--- config.mk ---
export PLATFORM = sky130hd
export DESIGN_NAME = bcd_serial_addsub
export DESIGN_NICKNAME = d
export VERILOG_FILES = /design/src/rtl/bcd_serial_addsub.sv
export SDC_FILE = /design/constraint.sdc
export NUM_CORES = 1
export LEC_CHECK = 0
export ABC_AREA = 0
export ABC_CLOCK_PERIOD_IN_PS = 9300
export BUFFER_PORTS_ARGS = -buffer_cell sky130_fd_sc_hd__buf_2
export CORE_UTILIZATION = 40
export CTS_BUF_LIST = sky130_fd_sc_hd__clkbuf_16
export CTS_CLUSTER_DIAMETER = 40
export DETAILED_ROUTE_END_ITERATION = 7
export HOLD_SLACK_MARGIN = 0.03
export PLACE_DENSITY = 0.66
export SYNTH_ARGS = -nofsm -noshare
export SYNTH_HDL_FRONTEND = slang
export SYNTH_SLANG_ARGS = --single-unit
--- constraint.sdc ---
create_clock -name clk -period 9.3 [get_ports clk]
set_clock_uncertainty 0.05 [all_clocks]
set_input_delay 0.93 -clock clk [delete_from_list [all_inputs] [get_ports clk]]
set_output_delay 0.93 -clock clk [all_outputs]
set_load 0.01 [all_outputs]
--- src/rtl/bcd_serial_addsub.sv ---
// rtl/bcd_serial_addsub.sv - digit-serial packed-BCD adder/subtractor with sign-magnitude result
module bcd_serial_addsub #(
    parameter int DIGITS = 4
) (
    input  logic                  clk,
    input  logic                  rst_n,
    input  logic                  start_valid,
    output logic                  start_ready,
    input  logic [4*DIGITS-1:0]   a,
    input  logic [4*DIGITS-1:0]   b,
    input  logic                  op,
    output logic                  out_valid,
    input  logic                  out_ready,
    output logic [4*DIGITS-1:0]   result,
    output logic                  sign,
    output logic                  carry_out,
    output logic                  invalid
);

    localparam int W  = 4 * DIGITS;
    localparam int IW = (DIGITS > 1) ? $clog2(DIGITS) : 1;

    typedef enum logic [1:0] {IDLE, PASS1, PASS2, DONE} state_t;

    state_t         state;
    state_t         next_state;
    logic [W-1:0]   a_sh;
    logic [W-1:0]   b_sh;
    logic [W-1:0]   work;
    logic [W-1:0]   work_next;
    logic           op_r;
    logic           carry;
    logic           carry_n;
    logic           inv_flag;
    logic [IW-1:0]  idx;
    logic           last;
    logic [3:0]     slice_x;
    logic [3:0]     slice_y;
    logic [4:0]     slice_raw;
    logic [3:0]     slice_digit;

    function automatic logic has_bad_digit(input logic [W-1:0] v);
        logic bad;
        bad = 1'b0;
        for (int i = 0; i < DIGITS; i++) begin
            if (v[4*i +: 4] > 4'd9) bad = 1'b1;
        end
        return bad;
    endfunction

    // One shared BCD digit slice: PASS1 adds a[i] to b[i] or 9-b[i];
    // PASS2 recomplements the stored digit as (9-r[i]) + carry.
    always_comb begin
        slice_x = a_sh[3:0];
        slice_y = op_r ? (4'd9 - b_sh[3:0]) : b_sh[3:0];
        if (state == PASS2) begin
            slice_x = 4'd9 - work[3:0];
            slice_y = 4'd0;
        end
        slice_raw = {1'b0, slice_x} + {1'b0, slice_y} + {4'd0, carry};
        if (slice_raw > 5'd9) begin
            slice_digit = 4'(slice_raw - 5'd10);
            carry_n     = 1'b1;
        end else begin
            slice_digit = slice_raw[3:0];
            carry_n     = 1'b0;
        end
        work_next = (work >> 4) | (W'(slice_digit) << (W - 4));
        last      = (idx == IW'(DIGITS - 1));
    end

    always_ff @(posedge clk or negedge rst_n) begin
        if (!rst_n) state <= IDLE;
        else        state <= next_state;
    end

    always_comb begin
        next_state = state;
        case (state)
            IDLE:  if (start_valid) next_state = PASS1;
            PASS1: begin
                if (inv_flag)                next_state = DONE;
                else if (last && op_r && !carry_n) next_state = PASS2;
                else if (last)               next_state = DONE;
            end
            PASS2: if (last) next_state = DONE;
            DONE:  if (out_ready) next_state = IDLE;
            default: next_state = IDLE;
        endcase
    end

    always_comb begin
        start_ready = (state == IDLE);
        out_valid   = (state == DONE);
    end

    always_ff @(posedge clk or negedge rst_n) begin
        if (!rst_n) begin
            a_sh      <= '0;
            b_sh      <= '0;
            work      <= '0;
            op_r      <= 1'b0;
            carry     <= 1'b0;
            inv_flag  <= 1'b0;
            idx       <= '0;
            result    <= '0;
            sign      <= 1'b0;
            carry_out <= 1'b0;
            invalid   <= 1'b0;
        end else begin
            case (state)
                IDLE: if (start_valid) begin
                    a_sh     <= a;
                    b_sh     <= b;
                    op_r     <= op;
                    carry    <= op;
                    idx      <= '0;
                    work     <= '0;
                    inv_flag <= has_bad_digit(a) | has_bad_digit(b);
                end
                PASS1: begin
                    if (inv_flag) begin
                        result    <= '0;
                        sign      <= 1'b0;
                        carry_out <= 1'b0;
                        invalid   <= 1'b1;
                    end else begin
                        a_sh  <= a_sh >> 4;
                        b_sh  <= b_sh >> 4;
                        work  <= work_next;
                        carry <= carry_n;
                        idx   <= idx + 1'b1;
                        if (last && op_r && !carry_n) begin
                            // No end carry: difference is in complement form.
                            carry <= 1'b1;
                            idx   <= '0;
                        end else if (last) begin
                            result    <= work_next;
                            sign      <= 1'b0;
                            carry_out <= op_r ? 1'b0 : carry_n;
                            invalid   <= 1'b0;
                        end
                    end
                end
                PASS2: begin
                    work  <= work_next;
                    carry <= carry_n;
                    idx   <= idx + 1'b1;
                    if (last) begin
                        result    <= work_next;
                        sign      <= 1'b1;
                        carry_out <= 1'b0;
                        invalid   <= 1'b0;
                    end
                end
                default: ;
            endcase
        end
    end

endmodule

Word-level counts from Yosys, hierarchy flattened. Cells that the tools add are included.

Bits in registers: 74. Logic and storage cells: 110.

$add $sub $neg: 6. Order comparisons: 9. Equality and inequality tests: 10. Muxes and demuxes: 58. Bitwise operators: 2. Reductions and logical operators: 13.

Operators with widths (count): two-way mux 16 bit (9); one-hot mux 16 bit (2 select lines) (3); one-hot mux 16 bit (3 select lines) (1); greater-than comparator 4 bit (second input constant) (8); two-way mux 1 bit (27); two-way mux 2 bit (8); two-way mux 4 bit (4); bitwise OR 12 x 16 -> 16 bit (1); one-hot mux 2 bit (4 select lines) (1); subtractor 4 bit (first input constant) (2); == test 2 bit (second input constant) (3); != test 2 bit (second input constant) (3); != test 3 bit (second input constant) (2); one-hot mux 1 bit (2 select lines) (3); one-hot mux 2 bit (3 select lines) (1); AND reduction 2 bit (3); AND reduction 3 bit (2); adder 4 x 4 -> 5 bit (1); adder 5 x 1 -> 5 bit (1); greater-than comparator 5 x 4 -> 1 bit (second input constant) (1); AND reduction 4 bit (1); nonzero test 2 bit (2); subtractor 4 bit (second input constant) (1); one-hot mux 1 bit (3 select lines) (1); other kinds (8) (9).

Logic depth before layout (Yosys ltp).
Depth after elaboration: 12. Gate-level depth with buffers: 16.

Worst setup path after synthesis. OpenSTA, ideal clock, no wires.

Path kind: register to register. From: reg state[0]. To: reg result[0]. Setup time: 0.121 ns. Arrival time: 3.499 ns. Path slack: 5.630 ns. Cell stages (with the launch flop): 15. Period minus slack after synthesis: 3.670 ns. Path through: dfrtp_1 -> inv_1 -> ha_1 -> buf_1 -> mux2_2 -> fa_1 -> xor2_1 -> inv_1 -> ha_1 -> nand2_1 -> o31ai_4 -> o31ai_4 -> o21bai_2 -> buf_6 -> a22o_2.

Word-level cells in the longest chain between the ends: 10. Elaborated cells on any way between the ends: 14. Classes of those cells: add/sub (2); order compare (1); eq/ne (3); mux (4); reduce/logical (4).

Ends and longest elaborated chain: from (decl) (RTL line 25) `state_t state;`; from (signal assigned) (RTL line 74) `else state <= next_state;`; == test 2 bit (RTL line 56, 111); two-way mux 4 bit (RTL line 56) `if (state == PASS2) begin`; adder 4 x 4 -> 5 bit (RTL line 60) `slice_raw = {1'b0, slice_x} + {1'b0, slice_y} + {4'd0, carry};`; adder 5 x 1 -> 5 bit (RTL line 60); greater-than comparator 5 x 4 -> 1 bit (RTL line 61) `if (slice_raw > 5'd9) begin`; two-way mux 1 bit (RTL line 61); logical NOT 1 bit (RTL line 133) `if (last && op_r && !carry_n) begin`; logical AND 1 bit (RTL line 133); != test 3 bit (no line); AND reduction 2 bit (no line); to (signal assigned) (RTL line 138) `result <= work_next;`; to (signal assigned) (RTL line 150) `result <= work_next;`; to (decl) (RTL line 14) `output logic [4*DIGITS-1:0] result,`.

Parallel ways exist; a longest one is shown, timed or not. A chain may end at the register's enable or synchronous reset.

Final worst setup path.
From: reg state[0]. To: reg sign.

Word-level cells in the longest chain between the ends: 10. Elaborated cells on any way between the ends: 16. Classes of those cells: add/sub (2); order compare (1); eq/ne (5); mux (4); reduce/logical (4).

Ends and longest elaborated chain: == test 2 bit (RTL line 56, 111); two-way mux 4 bit (RTL line 56); adder 4 x 4 -> 5 bit (RTL line 60); adder 5 x 1 -> 5 bit (RTL line 60); greater-than comparator 5 x 4 -> 1 bit (RTL line 61); two-way mux 1 bit (RTL line 61); logical NOT 1 bit (RTL line 133); logical AND 1 bit (RTL line 133); != test 3 bit (no line); AND reduction 4 bit (no line); to (signal assigned) (RTL line 124) `sign <= 1'b0;`; to (signal assigned) (RTL line 139) `sign <= 1'b0;`; to (signal assigned) (RTL line 151) `sign <= 1'b1;`; to (decl) (RTL line 15) `output logic sign,`.

Parallel ways exist; a longest one is shown, timed or not.

==> results.yml <==
outcome:
  run_status: "finished clean"
grt:
  grt_max_degree: 75
  grt_pass1_vias: 2874
  overflow: 0
  grt_pass1_wl_um: 13790
  antenna_found_initial: 0
  track_usage_pct: 17.94
logic_synthesis:
  synthArstFlopShare_pct: 100.0
  synth.area.top_cells: "dfrtp_1, mux2i_1, nand2_1"
  netlist_top_cells_count: "dfrtp_1, nand2_1, o21ai_0, mux2i_1"
  synth.most_common_cell: "dfrtp_1"
  syn_area_per_cell_um2: 10.55
  yosysSeqAreaShare_pct: 49.19
  syn_nets: 408
  synth_seq_cells: 74
  yosysWarnings: 0
  synthCells: 357
  syn-cell-area_um2: 3765
  synth-main-ff-cell: "dfrtp_1"
  synth_edf_count: 0
  synth_top_area_cell: "dfrtp_1"
  synth_cell_types: 51
  synth_top_area_share_pct: 49.19
placement:
  dp_hpwl_um: 5740
  numPortBuffers: 57
  routabilityCongestion: 0.8500
detailed_routing:
  drc: 0
  dr.pass1.iters: 4
  wire_per_inst_um: 15.45
  vias: 2855
  wirelength_um: 8110
  antenna_left: 0
  drtIter0Drc: 115
  viasPerCell: 5.438
power:
  max-vdd-ir-drop_mv: 0.1610
  leakagePower_nw: 2.162
  power_density_nw_per_um2: 440.6
  swShare_pct: 44.51
  p_clk_share_pct: 18.8
  combPwrFrac_pct: 55.4
  p_int_w: 0.001085
  power_switching_w: 0.0008704
  seqPwrFrac_pct: 25.8
floorplanning:
  fp.coreArea_um2: 9196
  die_w_um: 99.02
  die_y_um: 99.02
  ios: 58
  num_rows: 35
  dieArea_um2: 9804
  start_util_pct: 40.94
timing:
  relSlewSlack_pct: 29.82
  post-route-period-util_pct: 43.12
  fin_setup_tns_ps: 0
  finalHoldViolCount: 0
  max_freq_mhz: 249.4
  slew_viol_final: 0
  setup_viol: 0
  min_period_ps: 4010
  rsz0062_at_grt: "false"
  worst_pin_slew_ps: 1053
critical_path:
  critPathKind: "reg2reg"
  cp_max_fo: 17
  crit_path_end_kind: "flip-flop"
  crit_path_start_kind: "flip-flop"
  required_ps: 9470
  r2r_start: "state[0]$_DFFE_PN0P_"
  r2r_end: "sign$_DFFE_PN0P_"
  r2r_cells: 15
  critical_path.endpoint: "sign$_DFFE_PN0P_"
  crit_start: "state[0]$_DFFE_PN0P_"
  arrival_ps: 4180
  worst-r2r-setup-slack_ps: 5290
final_layout:
  fin_nets: 460
  final_util_pct: 48.26
  syn_to_final_growth_pct: 17.88
  fill_cells: 862
  drive_above_1_share_pct: 25.60
  antennaDiodeCount: 0
clock_tree:
  holdBufCountCts: 0
  cts_root_buf: "clkbuf_16"
  cts_tree: "yes"
  cts_buffers: 9
  clk_pin_slew_ps: 60
  htree_levels: 3
  cts_resized: 0
  clkLatencyLatePin_ps: 330
  cts_buffer_depth: 2
  cts_sinks: 74
  cts_setup_buffers: 0
job:
  max-cap-violations: 0
hold_path:
  hp-start: "a_sh[5]$_DFFE_PN0P_"
  hold_path.class: "reg2reg"
  min_path_cells: 2
## area by class of cell
type	instances	area [um2]	area share (%)
clock inverters	7	92.59	2.086
multi-input cells	252	1778	40.06
well taps	111	138.9	3.129
clock buffers	9	225.2	5.075
flip-flops and latches	74	1852	41.73
inverters	13	48.80	1.100
repair buffers	59	302.8	6.823
## how the worst min path moves through the flow
stage	end	slack [ps]
2_1_floorplan	work[0]$_DFFE_PN0P_	390
3_3_place_gp	b_sh[10]$_DFFE_PN0P_	410
3_5_place_dp	b_sh[5]$_DFFE_PN0P_	420
4_1_cts	b_sh[6]$_DFFE_PN0P_	430
5_1_grt	b_sh[5]$_DFFE_PN0P_	450
6_report	a_sh[5]$_DFFE_PN0P_	430
## per-layer routing
metal,routed length (um),share of wire [%],up-vias,track usage (%)
li1,-,-,1385,-
met3,416,5.1,16,4.397
met5,0,0,-,0
met1,3650,45,1352,23.37
met4,149,1.8,0,7.003
met2,3894,48,102,28.78
## per-stage QoR
step	hold WS, ps	setup slack, ps	area [um2]	instances	power [W]
final	425.9	5290	4438	525	0.001955
after global routing	446.4	5006	4438	525	0.002109
after CTS	432.6	5294	4438	525	0.001959
after floorplan	389.1	5630	3765	357	0.001350
after detailed placement	419.6	5348	4120	509	0.001584
after global placement	410.2	5513	4120	509	0.001543
## registers in the layout, summed over array words and instances, names as in the netlist
| register | cells |
|---|---|
| carry_out | 1 |
| op_r | 1 |
| state | 2 |
| invalid | 1 |
| inv_flag | 1 |
| carry | 1 |
| work | 16 |
| a_sh | 16 |
| b_sh | 16 |
| sign | 1 |
| result | 16 |
| idx | 2 |
## worst max-delay path, cell delays in order (launching register included)
cell and delay, ps:
dfrtp_1 410, inv_1 110, ha_1 490, inv_1 150, nand2_1 120, fa_1 190, inv_1 60, fa_1 390
xor2_1 360, inv_1 110, ha_1 240, nand2_1 140, o31ai_4 120, o31ai_4 310, o21bai_2 290, mux2_2 360
## cell families after synthesis
family	after synthesis	share of synthesized area [%]
AOI/OAI and AO/OA	106	20.97
and+or+nand+nor	98	11.80
buffers and inverters	31	3.955
DFF	74	49.19
adders and majority gates	14	5.051
muxes	30	8.109
xor gates and xnor gates	4	0.9307
## power by group through the flow
| stage | logic [W] | clock network (W) | registers, W |
|---|---|---|---|
| 2_1_floorplan | 0.000862 | 0 | 0.000489 |
| 5_1_grt | 0.00120 | 0.000387 | 0.000518 |
| 6_report | 0.00108 | 0.000367 | 0.000505 |
| 3_3_place_gp | 0.00104 | 0 | 0.000508 |
| 3_5_place_dp | 0.00107 | 0 | 0.000512 |
| 4_1_cts | 0.00108 | 0.000373 | 0.000506 |
## cell usage in the layout, fill, tap and decap left out, types with 3 or more instances in the layout
master and instances:
a21oi_1 8, a22o_1 15, a22o_2 9, a31oi_1 3, buf_2 56, buf_4 3
clkbuf_16 9, dfrtp_1 74, ha_1 11, inv_1 13, mux2_2 4, mux2i_1 26
nand2_1 58, nand3_1 15, nor2_1 11, nor2b_1 4, o21ai_0 42, o311ai_0 3
o31ai_1 3, xor2_1 3
(Power assumes the default switching activity.)
